File: config.mk
export PLATFORM = sky130hd
export DESIGN_NAME = tdm_demux
export DESIGN_NICKNAME = d
export VERILOG_FILES = /design/src/rtl/tdm_demux_pkg.sv /design/src/rtl/tdm_slot_counter.sv /design/src/rtl/tdm_demux.sv
export SDC_FILE = /design/constraint.sdc
export NUM_CORES = 1
export LEC_CHECK = 0
export ABC_AREA = 0
export ABC_CLOCK_PERIOD_IN_PS = 3300
export CAP_MARGIN = 20
export CORE_MARGIN = 3
export CORE_UTILIZATION = 40
export CTS_BUF_LIST = sky130_fd_sc_hd__clkbuf_8
export DETAILED_ROUTE_END_ITERATION = 7
export DONT_BUFFER_PORTS = 1
export GPL_ROUTABILITY_DRIVEN = 0
export PLACE_DENSITY = 0.57
export SYNTH_ARGS = -nofsm -noshare
export SYNTH_HDL_FRONTEND = slang
export SYNTH_HIERARCHICAL = 1
export SYNTH_SLANG_ARGS = --single-unit
File: constraint.sdc
create_clock -name clk -period 3.3 [get_ports clk]
set_clock_uncertainty 0.15 [all_clocks]
set_input_delay 0.825 -clock clk [delete_from_list [all_inputs] [get_ports clk]]
set_output_delay 0.825 -clock clk [all_outputs]
set_load 0.02 [all_outputs]
File: src/rtl/tdm_demux_pkg.sv
// Shared definitions for the TDM demultiplexer and its slot counter:
// default geometry, slot index width derivation and FSM state encoding.
package tdm_demux_pkg;

    localparam int N_CH_DEFAULT = 4;
    localparam int W_DEFAULT    = 8;

    // Frame alignment state: searching for a sync word, or tracking slots.
    typedef enum logic {
        HUNT   = 1'b0,
        LOCKED = 1'b1
    } state_e;

    // Width of a slot index able to address n slots (never narrower than 1).
    function automatic int slotWidth(input int n);
        return (n > 1) ? $clog2(n) : 1;
    endfunction

endpackage

File: src/rtl/tdm_slot_counter.sv
// Modulo-N_CH slot counter with clear, load-to-1 (restart after a sync word)
// and increment. wrap_o flags that an increment is leaving the last slot.
module tdm_slot_counter #(
    parameter int N_CH = 4,
    parameter int SW   = 2
) (
    input  logic          clk,
    input  logic          rst_n,
    input  logic          en_i,
    input  logic          load1_i,
    input  logic          clr_i,
    output logic [SW-1:0] count_o,
    output logic          wrap_o
);

    localparam logic [SW-1:0] LAST_SLOT = SW'(N_CH - 1);

    logic [SW-1:0] count_q;
    logic [SW-1:0] count_d;

    assign wrap_o  = en_i && !clr_i && !load1_i && (count_q == LAST_SLOT);
    assign count_o = count_q;

    // Next count: clear beats restart, restart beats increment.
    always_comb begin
        count_d = count_q;
        if (clr_i) begin
            count_d = '0;
        end else if (load1_i) begin
            count_d = SW'(1);
        end else if (en_i) begin
            count_d = (count_q == LAST_SLOT) ? '0 : count_q + SW'(1);
        end
    end

    // Slot count register.
    always_ff @(posedge clk or negedge rst_n) begin
        if (!rst_n) begin
            count_q <= '0;
        end else begin
            count_q <= count_d;
        end
    end

endmodule

File: src/rtl/tdm_demux.sv
// Receive side of the TDM link: aligns on frame_sync, collects N_CH slot
// words into a shadow buffer and publishes each complete frame in parallel
// with a one-cycle out_valid strobe. Alignment faults pulse sync_err.
module tdm_demux
    import tdm_demux_pkg::*;
#(
    parameter int N_CH = N_CH_DEFAULT,
    parameter int W    = W_DEFAULT,
    localparam int SW  = slotWidth(N_CH)
) (
    input  logic              clk,
    input  logic              rst_n,
    input  logic              in_valid,
    input  logic              frame_sync,
    input  logic [W-1:0]      in_data,
    output logic [N_CH*W-1:0] out_data,
    output logic              out_valid,
    output logic [SW-1:0]     slot_idx,
    output logic              locked,
    output logic              sync_err
);

    state_e              state_q,    state_d;
    logic [N_CH*W-1:0]   shadow_q,   shadow_d;
    logic [N_CH*W-1:0]   outData_q,  outData_d;
    logic                outValid_q, outValid_d;
    logic                syncErr_q,  syncErr_d;

    logic                cntEn;
    logic                cntLoad1;
    logic                cntClr;
    logic                cntWrap;
    logic [SW-1:0]       slotIdx;

    tdm_slot_counter #(
        .N_CH (N_CH),
        .SW   (SW)
    ) u_slot_counter (
        .clk     (clk),
        .rst_n   (rst_n),
        .en_i    (cntEn),
        .load1_i (cntLoad1),
        .clr_i   (cntClr),
        .count_o (slotIdx),
        .wrap_o  (cntWrap)
    );

    // Alignment decisions for the accepted word. The frame is published from
    // shadow_d so the last slot lands in out_data on the same edge it arrives,
    // while slot 0 of the next frame may already be overwriting shadow_q.
    always_comb begin
        state_d    = state_q;
        shadow_d   = shadow_q;
        outData_d  = outData_q;
        outValid_d = 1'b0;
        syncErr_d  = 1'b0;
        cntEn      = 1'b0;
        cntLoad1   = 1'b0;
        cntClr     = 1'b0;
        if (in_valid) begin
            case (state_q)
                HUNT: begin
                    if (frame_sync) begin
                        shadow_d[0 +: W] = in_data;
                        cntLoad1         = 1'b1;
                        state_d          = LOCKED;
                    end
                end
                LOCKED: begin
                    if (frame_sync) begin
                        shadow_d[0 +: W] = in_data;
                        cntLoad1         = 1'b1;
                        syncErr_d        = (slotIdx != '0);
                    end else if (slotIdx == '0) begin
                        syncErr_d = 1'b1;
                        cntClr    = 1'b1;
                        state_d   = HUNT;
                    end else begin
                        shadow_d[int'(slotIdx) * W +: W] = in_data;
                        cntEn                            = 1'b1;
                        if (cntWrap) begin
                            outData_d  = shadow_d;
                            outValid_d = 1'b1;
                        end
                    end
                end
                default: begin
                    state_d = HUNT;
                end
            endcase
        end
    end

    // State, shadow buffer and registered outputs.
    always_ff @(posedge clk or negedge rst_n) begin
        if (!rst_n) begin
            state_q    <= HUNT;
            shadow_q   <= '0;
            outData_q  <= '0;
            outValid_q <= 1'b0;
            syncErr_q  <= 1'b0;
        end else begin
            state_q    <= state_d;
            shadow_q   <= shadow_d;
            outData_q  <= outData_d;
            outValid_q <= outValid_d;
            syncErr_q  <= syncErr_d;
        end
    end

    assign out_data  = outData_q;
    assign out_valid = outValid_q;
    assign slot_idx  = slotIdx;
    assign locked    = (state_q == LOCKED);
    assign sync_err  = syncErr_q;

endmodule

==> results of run 1 <==
## cells by family after synthesis
kind of cell	Yosys count	synth area share, %
AOI/OAI and AO/OA	90	21.9
DFF	69	57.2
and+or+nand+nor	23	5.39
adders and majority gates	7	2.90
muxes	9	3.32
buffers and inverters	62	9.24
## sequential cells by signal, indices dropped and copies added, names as in the netlist
register and count:
locked 1, u_slot_counter/count_o 2, shadow_q 32, sync_err 1, out_valid 1, out_data 32
## power breakdown
| group | switching (uW) | internal, uW |
|---|---|---|
| registers | 312 | 1070 |
| logic | 290 | 213 |
| clock network | 291 | 300 |
## layout make-up
cell class	instances	area share, %
repair buffers	5	1.17
flip-flops and latches	69	53.6
multi-input cells	129	31.4
inverters	41	4.78
clock buffers	11	4.70
well taps	99	3.85
clock inverters	3	0.428
## worst reg2reg max path, cell delays in order (launching register included)
cell	delay, ps
dfrtp_1	350
inv_1	70
ha_1	210
inv_1	240
ha_1	240
and3_1	180
nand2_1	60
nor3_1	230
nand4_2	130
buf_4	320
a221oi_1	390
a21oi_1	70
## routing by layer
layer | part of all wire (%) | up-vias | global-route usage (%)
li1 | - | 927 | -
met5 | 0 | - | 0
met4 | 1.8 | 0 | 7.69
met2 | 45 | 60 | 23.6
met3 | 7.4 | 11 | 5.12
met1 | 46 | 1018 | 23.0
## placed cells by master, fill, tap and decap left out, types with 2 or more instances in the layout
cell type / instances
clkbuf_8: 11
buf_4: 5
nor2_1: 2
a22o_1: 24
nand2_1: 6
and3_1: 2
clkinv_2: 2
inv_1: 41
ha_1: 7
a21oi_1: 33
mux2_1: 8
and2_4: 3
a221oi_1: 32
and4bb_1: 2
dfrtp_1: 69
nor3_1: 2
## stage by stage
step | power, uW | cell area (sq um)
finish | 2480 | 3220
CTS | 2510 | 3220
global route | 2650 | 3220
detailed placement | 1910 | 3050
global placement | 1900 | 3050
floorplan | 1780 | 3020
## worst max path at each step
stage                                         start  cells after the start           end  slack, ps
after floorplan           u_slot_counter/count_o[0]                     12  out_data[12]        420
after global placement                   frame_sync                      8   out_data[5]        630
after detailed placement  u_slot_counter/count_o[0]                     11  out_data[23]        540
after CTS                 u_slot_counter/count_o[0]                     11   out_data[1]        540
after global routing      u_slot_counter/count_o[0]                     11  out_data[11]        260
final                     u_slot_counter/count_o[0]                     11  out_data[11]        530
==> impl_metrics.yaml, run 1 <==
yosys:
  synth-edff-count: 0
  synth_commonest_cells: "69 x dfrtp_1, 40 x inv_1, 33 x a21oi_1"
  yosysTopAreaCellShare_pct: 57.2
  ys.flop_type: "dfrtp_1"
  yosys.cell_count.top_type: "dfrtp_1"
  synth_area_leaders: "dfrtp_1 57%, a221oi_1 9.3%, a22o_1 7.0%"
  synth-seq-cells: 69
  synth_nets: 279
  synth_seq_area_share_pct: 57.2
  syn_inst: 260
  async_flop_share_pct: 100
  syn_area_per_cell_sq_um: 11.6
  synth_area_leader_cell: "dfrtp_1"
  synth_cell_types: 26
  yosysWarnings: 6
  netlist_area_sq_um: 3020
sta:
  timing.final.ws_setup_ps: 533
  finalSetupTns_ps: 0
  finalSetupViolCount: 0
  rsz0062_at_grt: "false"
  hold_slack_ps: 27.6
  period_needed_ps: 2770
  timing.final.crit_share_pct: 83.8
  slew_viol_final: 0
  fmax_ghz: 0.361
  tightest_slew_ps: 631
  relSlewSlack_pct: 57.9
  hold_viol_final: 0
route:
  first_pass_iters: 4
  ant_nets: 0
  drc: 0
  vias: 2016
  viasPerCell: 5.65
  drtIter0Drc: 95
  wl_per_cell_microns: 18.4
  drt-total-wl_microns: 6570
layout:
  area_delta_synth_final_pct: 6.68
  fin_util_pct: 44.1
  fill_cells: 737
  drive_gt1_share_pct: 9.30
  insertedDiodeCount: 0
  multi_input_area_sq_um: 1010
  nNetsFinal: 274
  register_area_sq_um: 1730
  fin_cells: 357
setup_path:
  critPathMaxFanout: 64
  cpLargestDelayFamily: "buffers and inverters"
  path_class: "reg2reg"
  r2r_slack_ps: 530
  crit_buf_inv: 3
  cp.required_ps: 3350
  rr_startpoint: "u_slot_counter/count_o[0]"
  cpPeakStageDelay_ps: 350
  worst_setup_path_start_kind: "flip-flop"
  crit_arrival_ps: 2810
  r2r_cells: 11
  crit_slowest_cell: "dfrtp_1"
  setup.worst_path.end_class: "flip-flop"
  cp_cell_sequence: "inv_1 > ha_1 > inv_1 > ha_1 > and3_1 > nand2_1 > nor3_1 > nand4_2 > buf_4 > a221oi_1 > a21oi_1"
  r2r-end: "out_data[11]"
floorplanning:
  io-pin-count: 49
  die_w_microns: 92.9
  rows: 31
  fp.dieH_microns: 92.9
  floorplan.initialDensity_pct: 41.4
  coreArea_sq_um: 7290
  die-area_sq_um: 8620
global_route:
  grt_pass1_wl_microns: 10900
  grt_usage_pct: 16.6
  grt_pass1_vias: 2050
  grt_max_degree: 70
  antenna_found_initial: 0
  gr-total-overflow: 0
clock_network:
  cts.path.max_buffers: 2
  post_cts_resized: 0
  cts.sinks: 69
  insertion_delay_ps: 330
  htreeDepth: 3
  cts_hold_buf: 0
  cts_buffers: 9
  ctsRootBufferMaster: "clkbuf_8"
  cts_tree: "done"
  postCtsSetupBuffers: 0
  clk_pin_slew_ps: 70
pwr:
  powerDensity_nw_per_um2: 770
  worst_ir_drop_vdd_mv: 0.268
  leakagePower_uw: 0.00161
placement:
  io_buffer_count: 0
  place_inst: 343
  dp_hpwl_microns: 4120
  dp_slack_ps: 538
outcome:
  status: "finished clean"
hold_path:
  holdCritPathClass: "in2async"
job:
  drv_cap: 0
(Power assumes the default switching activity.)
==> run 2: changes to the inputs <==
--- a/config.mk
+++ b/config.mk
@@ -6,7 +6,7 @@
 export NUM_CORES = 1
 export LEC_CHECK = 0
 export ABC_AREA = 0
-export ABC_CLOCK_PERIOD_IN_PS = 3300
+export ABC_CLOCK_PERIOD_IN_PS = 2500
 export CAP_MARGIN = 20
 export CORE_MARGIN = 3
 export CORE_UTILIZATION = 40
@@ -14,7 +14,7 @@
 export DETAILED_ROUTE_END_ITERATION = 7
 export DONT_BUFFER_PORTS = 1
 export GPL_ROUTABILITY_DRIVEN = 0
-export PLACE_DENSITY = 0.57
+export PLACE_DENSITY = 0.59
 export SYNTH_ARGS = -nofsm -noshare
 export SYNTH_HDL_FRONTEND = slang
 export SYNTH_HIERARCHICAL = 1
==> constraint.sdc (replaced) <==
create_clock -name clk -period 2.5 [get_ports clk]
set_clock_uncertainty 0.15 [all_clocks]
set_input_delay 0.625 -clock clk [delete_from_list [all_inputs] [get_ports clk]]
set_output_delay 0.625 -clock clk [all_outputs]
set_load 0.02 [all_outputs]
==> impl_metrics.yaml, run 2 (same netlist as run 1, synthesis figures left out) <==
setup_path:
  rr_startpoint: "u_slot_counter/count_o[1]"
  crit_arrival_ps: 2380
  cpPeakStageDelay_ps: 350
  path_class: "reg2reg"
  crit_slowest_cell: "dfrtp_2"
  worst_setup_path_start_kind: "flip-flop"
  cp_cell_sequence: "inv_1 > ha_4 > inv_4 > ha_1 > and3_1 > nand2_1 > nor3_2 > nand4_2 > buf_12 > a221oi_1 > a21oi_1"
  cp.required_ps: 2560
  crit_path_start: "u_slot_counter/count_o[1]"
  critPathMaxFanout: 64
  setup.worst_path.end_class: "flip-flop"
layout:
  layout_commonest_cell: "dfrtp_1"
  fin_cells: 357
  multi_input_area_sq_um: 1040
  area_delta_synth_final_pct: 8.54
  insertedDiodeCount: 0
  nNetsFinal: 276
  drive_gt1_share_pct: 11.6
  fill_cells: 722
  register_area_sq_um: 1730
  mostFrequentLayoutCells: "67 x dfrtp_1, 40 x inv_1, 33 x a21oi_1"
  fin_util_pct: 44.9
floorplanning:
  io-pin-count: 49
  die-area_sq_um: 8620
  floorplan.initialDensity_pct: 41.4
  coreArea_sq_um: 7290
  die_w_microns: 92.9
  rows: 31
  fp.dieH_microns: 92.9
placement:
  dp_slack_ps: 182
  place_inst: 344
  dp_hpwl_microns: 4260
  io_buffer_count: 0
pwr:
  worst_ir_drop_vdd_mv: 0.415
  power_uw: 3260
  leakagePower_uw: 0.00163
  powerDensity_nw_per_um2: 995
sta:
  finalSetupTns_ps: 0
  rsz0062_at_grt: "false"
  timing.final.ws_setup_ps: 181
  timing.final.crit_share_pct: 92.7
  slew_viol_final: 0
  period_needed_ps: 2320
  hold_viol_final: 0
  fmax_ghz: 0.431
  tightest_slew_ps: 502
  relSlewSlack_pct: 66.4
  finalSetupViolCount: 0
global_route:
  grt_max_degree: 70
  gr-total-overflow: 0
  antenna_found_initial: 0
  grt_pass1_vias: 1939
  grt_pass1_wl_microns: 10700
  grt_usage_pct: 16.5
route:
  viasPerCell: 5.64
  wl_per_cell_microns: 18.9
  drc: 0
  drtIter0Drc: 106
  drt-total-wl_microns: 6760
  first_pass_iters: 4
  vias: 2014
  ant_nets: 0
hold_path:
  holdCritPathClass: "in2async"
job:
  drv_cap: 0
clock_network:
  insertion_delay_ps: 330
  cts.path.max_buffers: 2
  ctsRootBufferMaster: "clkbuf_8"
  cts.sinks: 69
  clk_pin_slew_ps: 70
  cts_buffers: 9
  postCtsSetupBuffers: 0
  cts_tree: "done"
  htreeDepth: 3
outcome:
  status: "finished clean"
run 2: through the flow:
stage / hold WS (ps) / cell area [sq um]
after detailed placement: 181 / 3100
final: 18.2 / 3280
after floorplan: 179 / 3070
after global routing: 28.5 / 3280
after CTS: 17.9 / 3270
after global placement: 181 / 3100
run 2: layer usage:
layer / wire, microns / track usage, % / up-vias
li1: - / - / 936
met1: 2960 / 22.9 / 1007
met2: 3120 / 23.1 / 63
met3: 559 / 6.42 / 8
met4: 108 / 6.23 / 0
met5: 0 / 0 / -
run 2: layout make-up:
type	instances	area share, %
Sequential cell	69	52.8
Multi-Input combinational cell	129	31.6
Inverter	41	4.77
Clock buffer	10	4.20
Tap cell	99	3.78
Timing Repair Buffer	7	2.60
Clock inverter	2	0.229
run 2: timing repair:
action | in CTS | in global routing
setup endpoints to repair | 0 | 1
endpoints found under the hold margin | 69 | 0
resized for setup | 0 | 1
hold buffers | 1 | 0
run 2: final timing paths:
path	end	slack (ps)	cells after the start
min reg2reg	shadow_q[5]	350	1
max reg2reg	out_data[19]	180	11
min in group clk	out_valid	210	1
max	out_data[19]	180	11
min	out_data[21]	20	1
max in group asynchronous	u_slot_counter/count_o[1]	1900	1
run 2: critical path: cells and delay by family (launching register included):
kind,cells,cell delay [ps]
AO/OA/AOI/OAI,2,350
AND/OR/NAND/NOR,4,550
buffers and inverters,3,400
adder cells (fa/ha/maj),2,380
flip-flops,1,350
run 2: power by group:
group / total, uW / internal (uW) / switching [uW]
registers: 1820 / 1420 / 399
logic: 715 / 303 / 413
clock network: 723 / 358 / 366
